===== config.mk =====
export PLATFORM = sky130hd
export DESIGN_NAME = med_tx_fifo_flat
export DESIGN_NICKNAME = d
export VERILOG_FILES = /design/src/rtl/med_pkg.sv /design/src/rtl/med_tx_fifo_if.sv /design/src/rtl/med_sync_fifo.sv /design/src/rtl/med_tx_fifo.sv /design/src/flat_wrapper.sv
export SDC_FILE = /design/constraint.sdc
export NUM_CORES = 1
export LEC_CHECK = 0
export ABC_AREA = 0
export CAP_MARGIN = 15
export CORE_ASPECT_RATIO = 1.75
export CORE_UTILIZATION = 55
export DETAILED_ROUTE_END_ITERATION = 16
export DONT_BUFFER_PORTS = 1
export PLACE_DENSITY = 0.7
export SLEW_MARGIN = 15
export SYNTH_ARGS = -nofsm -noshare
export SYNTH_HDL_FRONTEND = slang
export SYNTH_SLANG_ARGS = --single-unit

===== constraint.sdc =====
create_clock -name clk16x -period 8.25 [get_ports clk16x]
set_input_delay 1.65 -clock clk16x [delete_from_list [all_inputs] [get_ports clk16x]]
set_output_delay 1.65 -clock clk16x [all_outputs]
set_load 0.05 [all_outputs]

===== src/rtl/med_pkg.sv =====
// Shared types and defaults for the Manchester encoder/decoder side buffers.
package med_pkg;

  localparam int unsigned BYTE_W      = 8;
  localparam int unsigned DEF_DEPTH   = 16;
  localparam int unsigned DEF_WRN_LOW = 2;
  localparam int unsigned DEF_ACK_TO  = 32;

  typedef logic [BYTE_W-1:0] med_byte_t;

  typedef enum logic [2:0] {
    ST_IDLE,
    ST_SETUP,
    ST_STROBE,
    ST_HOLD,
    ST_ACK
  } med_state_e;

endpackage


===== src/rtl/med_tx_fifo_if.sv =====
// Host push side and encoder wrn/din/tbre handshake of the transmit buffer.
interface med_tx_fifo_if #(
  parameter int unsigned ADDR_W = 4
) ();
  import med_pkg::*;

  logic            host_wr;
  med_byte_t       host_din;
  logic            full;
  logic            empty;
  logic [ADDR_W:0] count;
  logic            overflow;
  logic            ack_err;
  logic            wrn;
  med_byte_t       din;
  logic            tbre;

  modport slave (
    input  host_wr, host_din, tbre,
    output full, empty, count, overflow, ack_err, wrn, din
  );

  modport master (
    output host_wr, host_din, tbre,
    input  full, empty, count, overflow, ack_err, wrn, din
  );

endinterface


===== src/rtl/med_sync_fifo.sv =====
// Generic single-clock FIFO; empty trails count by one cycle so a push is
// seen by the consumer one cycle after it is stored.
module med_sync_fifo import med_pkg::*; #(
  parameter int unsigned DEPTH  = DEF_DEPTH,
  parameter int unsigned ADDR_W = $clog2(DEPTH),
  parameter int unsigned DATA_W = BYTE_W
) (
  input  logic              clk,
  input  logic              rst,
  input  logic              push,
  input  logic [DATA_W-1:0] wr_data,
  input  logic              pop,
  output logic [DATA_W-1:0] rd_data_c,
  output logic              full,
  output logic              empty,
  output logic [ADDR_W:0]   count,
  output logic              overflow
);

  localparam int unsigned CNT_W = ADDR_W + 1;

  logic [DATA_W-1:0] mem_q [DEPTH];
  logic [ADDR_W-1:0] wptr_q, wptr_d;
  logic [ADDR_W-1:0] rptr_q, rptr_d;
  logic [CNT_W-1:0]  count_q, count_d;
  logic              full_q, full_d;
  logic              empty_q, empty_d;
  logic              overflow_q, overflow_d;
  logic              push_ok, pop_ok;

  // Pointer/occupancy update; a pop never frees room for a same-cycle push.
  always_comb begin
    push_ok    = push && !full_q;
    pop_ok     = pop && (count_q != '0);
    wptr_d     = wptr_q + ADDR_W'(push_ok);
    rptr_d     = rptr_q + ADDR_W'(pop_ok);
    count_d    = count_q + CNT_W'(push_ok) - CNT_W'(pop_ok);
    full_d     = (count_d == CNT_W'(DEPTH));
    empty_d    = (count_q == '0);
    overflow_d = push && full_q;
  end

  // Control state with synchronous reset to empty.
  always_ff @(posedge clk) begin
    if (rst) begin
      wptr_q     <= '0;
      rptr_q     <= '0;
      count_q    <= '0;
      full_q     <= 1'b0;
      empty_q    <= 1'b1;
      overflow_q <= 1'b0;
    end else begin
      wptr_q     <= wptr_d;
      rptr_q     <= rptr_d;
      count_q    <= count_d;
      full_q     <= full_d;
      empty_q    <= empty_d;
      overflow_q <= overflow_d;
    end
  end

  // Storage array, contents irrelevant while empty so no reset.
  always_ff @(posedge clk) begin
    if (push_ok) begin
      mem_q[wptr_q] <= wr_data;
    end
  end

  assign rd_data_c = mem_q[rptr_q];
  assign full      = full_q;
  assign empty     = empty_q;
  assign count     = count_q;
  assign overflow  = overflow_q;

endmodule


===== src/rtl/med_tx_fifo.sv =====
// Transmit buffer ahead of the Manchester encoder: queues host bytes and
// strobes them one at a time into the encoder over wrn/din/tbre.
module med_tx_fifo import med_pkg::*; #(
  parameter int unsigned DEPTH   = DEF_DEPTH,
  parameter int unsigned ADDR_W  = $clog2(DEPTH),
  parameter int unsigned WRN_LOW = DEF_WRN_LOW,
  parameter int unsigned ACK_TO  = DEF_ACK_TO
) (
  input  logic          clk16x,
  input  logic          rst,
  med_tx_fifo_if.slave  bus
);

  localparam int unsigned ACK_W = $clog2(ACK_TO + 1);

  med_state_e       state_q, state_d;
  logic [2:0]       strb_cnt_q, strb_cnt_d;
  logic [ACK_W-1:0] ack_cnt_q, ack_cnt_d;
  med_byte_t        din_q, din_d;
  logic             wrn_q, wrn_d;
  logic             ack_err_q, ack_err_d;
  logic             pop_c;
  logic             fifo_empty;
  med_byte_t        fifo_rd_data;

  med_sync_fifo #(
    .DEPTH  (DEPTH),
    .ADDR_W (ADDR_W),
    .DATA_W (BYTE_W)
  ) u_fifo (
    .clk       (clk16x),
    .rst       (rst),
    .push      (bus.host_wr),
    .wr_data   (bus.host_din),
    .pop       (pop_c),
    .rd_data_c (fifo_rd_data),
    .full      (bus.full),
    .empty     (fifo_empty),
    .count     (bus.count),
    .overflow  (bus.overflow)
  );

  // Handshake sequencing: pop, setup, strobe low, hold, wait for acknowledge.
  always_comb begin
    state_d    = state_q;
    strb_cnt_d = strb_cnt_q;
    ack_cnt_d  = ack_cnt_q;
    din_d      = din_q;
    ack_err_d  = ack_err_q;
    pop_c      = 1'b0;
    unique case (state_q)
      ST_IDLE: begin
        if (!fifo_empty && bus.tbre) begin
          pop_c   = 1'b1;
          din_d   = fifo_rd_data;
          state_d = ST_SETUP;
        end
      end
      ST_SETUP: begin
        strb_cnt_d = '0;
        state_d    = ST_STROBE;
      end
      ST_STROBE: begin
        if (strb_cnt_q == 3'(WRN_LOW - 1)) begin
          state_d = ST_HOLD;
        end else begin
          strb_cnt_d = strb_cnt_q + 3'd1;
        end
      end
      ST_HOLD: begin
        ack_cnt_d = '0;
        state_d   = ST_ACK;
      end
      ST_ACK: begin
        // A silent encoder is flagged but the byte is not retried.
        if (!bus.tbre) begin
          state_d = ST_IDLE;
        end else if (ack_cnt_q == ACK_W'(ACK_TO - 1)) begin
          ack_err_d = 1'b1;
          state_d   = ST_IDLE;
        end else begin
          ack_cnt_d = ack_cnt_q + ACK_W'(1);
        end
      end
      default: state_d = ST_IDLE;
    endcase
    wrn_d = (state_d != ST_STROBE);
  end

  // State and registered encoder-side outputs.
  always_ff @(posedge clk16x) begin
    if (rst) begin
      state_q    <= ST_IDLE;
      strb_cnt_q <= '0;
      ack_cnt_q  <= '0;
      din_q      <= '0;
      wrn_q      <= 1'b1;
      ack_err_q  <= 1'b0;
    end else begin
      state_q    <= state_d;
      strb_cnt_q <= strb_cnt_d;
      ack_cnt_q  <= ack_cnt_d;
      din_q      <= din_d;
      wrn_q      <= wrn_d;
      ack_err_q  <= ack_err_d;
    end
  end

  assign bus.empty   = fifo_empty;
  assign bus.wrn     = wrn_q;
  assign bus.din     = din_q;
  assign bus.ack_err = ack_err_q;

endmodule

===== src/flat_wrapper.sv =====
// flat-port wrapper written by rule: the top's interface ports become plain ports
module med_tx_fifo_flat import med_pkg::*;
#(
  parameter int unsigned DEPTH   = DEF_DEPTH,
  parameter int unsigned ADDR_W  = $clog2(DEPTH),
  parameter int unsigned WRN_LOW = DEF_WRN_LOW,
  parameter int unsigned ACK_TO  = DEF_ACK_TO
)
  (clk16x, rst, bus_host_wr, bus_host_din, bus_tbre, bus_full, bus_empty, bus_count, bus_overflow, bus_ack_err, bus_wrn, bus_din);
  med_tx_fifo_if #(.ADDR_W(ADDR_W)) bus_i ();
  input  logic clk16x;
  input  logic rst;
  input wire logic [$bits(bus_i.host_wr)-1:0] bus_host_wr;
  input wire logic [$bits(bus_i.host_din)-1:0] bus_host_din;
  input wire logic [$bits(bus_i.tbre)-1:0] bus_tbre;
  output wire logic [$bits(bus_i.full)-1:0] bus_full;
  output wire logic [$bits(bus_i.empty)-1:0] bus_empty;
  output wire logic [$bits(bus_i.count)-1:0] bus_count;
  output wire logic [$bits(bus_i.overflow)-1:0] bus_overflow;
  output wire logic [$bits(bus_i.ack_err)-1:0] bus_ack_err;
  output wire logic [$bits(bus_i.wrn)-1:0] bus_wrn;
  output wire logic [$bits(bus_i.din)-1:0] bus_din;
  assign bus_i.host_wr = bus_host_wr;
  assign bus_i.host_din = bus_host_din;
  assign bus_i.tbre = bus_tbre;
  assign bus_full = bus_i.full;
  assign bus_empty = bus_i.empty;
  assign bus_count = bus_i.count;
  assign bus_overflow = bus_i.overflow;
  assign bus_ack_err = bus_i.ack_err;
  assign bus_wrn = bus_i.wrn;
  assign bus_din = bus_i.din;
  med_tx_fifo #(.DEPTH(DEPTH), .ADDR_W(ADDR_W), .WRN_LOW(WRN_LOW), .ACK_TO(ACK_TO)) u_core (.clk16x(clk16x), .rst(rst), .bus(bus_i));
endmodule

==> flow_summary_export.csv <==
group,metric,value,unit
outcome,status,"complete, no violations",
worst_setup_path,path_delay_family,"simple AND/OR/NAND/NOR gates",
place,portBuffers,0,
worst_setup_path,worst_r2r_path_depth,11,
clock_network,cts_tree,"built",
global_routing,antenna_found_initial,0,
global_routing,grt_pass1_vias,3484,
final_layout,num_antenna_cells,0,
floorplan,coreArea,0.01171,mm^2
clock_network,hold_buffers,0,
floorplan,rows,52,
clock_network,numClockSinks,166,
global_routing,groute.usage.overall,22.11,%
worst_setup_path,endpoint_kind,"flop",
power_and_ir_drop,power_per_cell_area,289.2,mW/mm^2
synthesis,synth.net_count,423,
synthesis,synth_warnings,0,
power_and_ir_drop,power_leakage,2.377,nW
detailed_routing,drtAntennaViolNets,0,
final_layout,final_cell_mix,"128 x edfxtp_1, 36 x dfxtp_1, 31 x mux4_2, 29 x nor2_1",
synthesis,netlist_top_cells_area,"edfxtp_1 58%, dfxtp_1 11%, mux4_2 10%",
sta,period_share,47.03,%
detailed_routing,drt_first_pass_iters,4,
sta,fin_setup_tns,0,ns
floorplan,io-pin-count,30,
detailed_routing,post-route-drc-count,0,
worst_setup_path,reg2reg_slack,5.00,ns
clock_network,root_buffer,"clkbuf_16",
synthesis,synth_top_area_share,57.61,%
clock_network,postCtsSetupRepairBufs,0,
worst_setup_path,cp-start-kind,"primary input",
synthesis,synthXorXnorAreaFrac,1.313,%
synthesis,muxShareOfSynthArea,13.35,%
worst_setup_path,r2r_end,"u_core.u_fifo.full",
clock_network,insertion_delay,0.43,ns
floorplan,dieHeight,147.7,um
detailed_routing,routedWlPerCell,23.40,um
global_routing,grt_overflow_total,0,
sta,max_slew_margin,21.95,%
worst_setup_path,crit_path_frequent_cell,"ha_1",
synthesis,syn_area_per_cell,16.80,um^2
power_and_ir_drop,peakVddDrop,0.1451,mV
final_layout,nFillCells,848,
clock_network,h-tree-depth,4,
worst_setup_path,worstPathRequired,8.58,ns
sta,fmax,257.7,MHz
synthesis,synthSimpleGateAreaFrac,7.746,%
sta,worstMarginPinSlew,1.166,ns
worst_setup_path,critPathCapture,"u_core.u_fifo.full",
clock_network,numCtsBuffers,17,
worst_setup_path,arrival,4.21,ns
worst_hold_path,hold_path_class,"reg2reg",
clock_network,clockBufferDepth,2,
detailed_routing,drt_iter0_markers,308,
global_routing,grt_max_degree,35,
synthesis,synthAdderAreaFrac,2.738,%
clock_network,cts_resized,0,
worst_setup_path,crit_start,"bus_tbre",
place,routabilityCongestion,0.7635,
place,hpwl,8023,um
worst_setup_path,crit_cells,11,
detailed_routing,route.vias.total,3405,
synthesis,syn_inst,397,
final_layout,mostFrequentLayoutCell,"edfxtp_1",
final_layout,area_growth,10.58,%
final_layout,fin_util,62.99,%
final_layout,final_nets,426,
worst_setup_path,critPathKind,"in2reg",
sta,fin_skew,0.009860,ns
synthesis,yosysSeqAreaShare,69.02,%
detailed_routing,avgViaCountPerCell,6.214,
floorplan,start_util,56.97,%
global_routing,grt_pass1_wl,19460,um
detailed_routing,wl,12820,um
worst_setup_path,crit_slowest_cell,"or4b_4",
sta,rsz0062_at_grt,"no",
sta,hold_viol,0,
synthesis,synth_edf_count,128,
worst_setup_path,crit_fanout,11,
synthesis,synth_compound_area_share,4.051,%
synthesis,synthFlopType,"edfxtp_1",
sta,drv_slew,0,
run,drv_cap,0,
sta,setup_viol,0,
final_layout,drive_gt1_share,19.13,%
synthesis,synth_top_family_by_area,"multiplexers",
floorplan,die_area,0.01259,mm^2
synthesis,synth-seq-cells,166,
worst_setup_path,crit_chain,"or4b_4 -> or2_1 -> nor2_1 -> ha_1 -> inv_1 -> ha_1 -> fa_1 -> a21oi_1 -> o21bai_1 -> xnor2_1 -> nor4b_1",
floorplan,die_x,85.26,um
worst_hold_path,whs_path_depth,2,
worst_setup_path,cp_num_buf_inv,1,
synthesis,synth_cell_types,46,
sta,period_needed,3.880,ns
worst_setup_path,reg2reg_from,"u_core.u_fifo.empty",
synthesis,yosys.area.top_type,"edfxtp_1",
synthesis,synth_area,0.006671,mm^2
clock_network,path_clk_slew,0.06,ns
synthesis,async_flop_share,0,%
worst_setup_path,cp_slowest_stage_delay,0.46,ns
synth_stat cells (all sizes together) (3+ instances only):
| cell | instances |
|---|---|
| a21oi | 7 |
| and3 | 5 |
| buf | 8 |
| clkbuf | 11 |
| dfxtp | 38 |
| edfxtp | 128 |
| ha | 13 |
| inv | 9 |
| mux2i | 17 |
| mux4 | 31 |
| nand2 | 10 |
| nand2b | 6 |
| nand3 | 14 |
| nor2 | 29 |
| nor2b | 8 |
| nor3 | 6 |
| o21a | 3 |
| o21ai | 4 |
| o221ai | 7 |
| or3 | 4 |
| xnor2 | 8 |
cells by family after synthesis:
logic type,Yosys count
AO/OA/AOI/OAI,32
XOR/XNOR,10
buffers and inverters,28
multiplexers,50
adder cells (fa/ha/maj),14
flip-flops,166
AND/OR/NAND/NOR,97
registers in the layout (all words and copies together) (netlist names):
register	flops
u_core.u_fifo.wptr_q	4
u_core.u_fifo.empty	1
u_core.strb_cnt_q	3
u_core.u_fifo.mem_q	128
u_core.u_fifo.rptr_q	4
u_core.u_fifo.count	5
u_core.bus.din	8
u_core.u_fifo.full	1
u_core.state_q	3
u_core.bus.ack_err	1
u_core.ack_cnt_q	6
u_core.bus.wrn	1
u_core.u_fifo.overflow	1
final cells by class:
| class | count | area (um^2) | share of cell area [%] |
|---|---|---|---|
| clock buffer | 20 | 436.7 | 5.919 |
| clock inverter | 12 | 140.1 | 1.900 |
| inverter | 9 | 33.78 | 0.4579 |
| multi-input combinational | 203 | 1968 | 26.68 |
| sequential | 166 | 4607 | 62.45 |
| tap | 135 | 168.9 | 2.290 |
| timing repair buffer | 3 | 22.52 | 0.3053 |
worst min-delay path, cell delays in order, from the launching register on:
cell and delay [ns]:
dfxtp_1 0.33, nand3_1 0.07, a21oi_1 0.05
power by group:
group / internal, mW / leakage, nW / switching [mW]
registers: 0.956 / 1.47 / 0.112
logic: 0.140 / 0.637 / 0.147
clock network: 0.451 / 0.274 / 0.328
per-stage QoR:
step | std cells | instance area, um^2 | setup slack [ns] | hold slack [ns] | total power, mW
6_report | 548 | 7377 | 4.370 | 0.4952 | 2.133
5_1_grt | 548 | 7377 | 4.228 | 0.5179 | 2.212
4_1_cts | 547 | 7370 | 4.342 | 0.4953 | 2.144
3_5_place_dp | 515 | 6793 | 3.920 | 0.4866 | 1.377
3_3_place_gp | 515 | 6793 | 3.981 | 0.4767 | 1.368
2_1_floorplan | 397 | 6671 | 4.202 | 0.4600 | 1.309
how the worst min path moves through the flow:
| stage | startpoint | to | slack [ns] |
|---|---|---|---|
| floorplan | u_core.ack_cnt_q[4] | u_core.ack_cnt_q[4] | 0.46 |
| global placement | u_core.ack_cnt_q[0] | u_core.ack_cnt_q[0] | 0.48 |
| detailed placement | u_core.ack_cnt_q[0] | u_core.ack_cnt_q[0] | 0.49 |
| CTS | u_core.ack_cnt_q[0] | u_core.ack_cnt_q[0] | 0.50 |
| global route | u_core.ack_cnt_q[1] | u_core.ack_cnt_q[1] | 0.52 |
| finish | u_core.ack_cnt_q[0] | u_core.ack_cnt_q[0] | 0.50 |
layer usage:
metal | track usage [%] | wire [um] | vias up
met2 | 39.35 | 7095 | 91
met5 | 0 | 0 | -
met1 | 24.35 | 4671 | 1740
met4 | 11.75 | 463 | 0
li1 | - | - | 1544
met3 | 4.969 | 593 | 30
No activity file was read; power rests on OpenSTA's default activity.
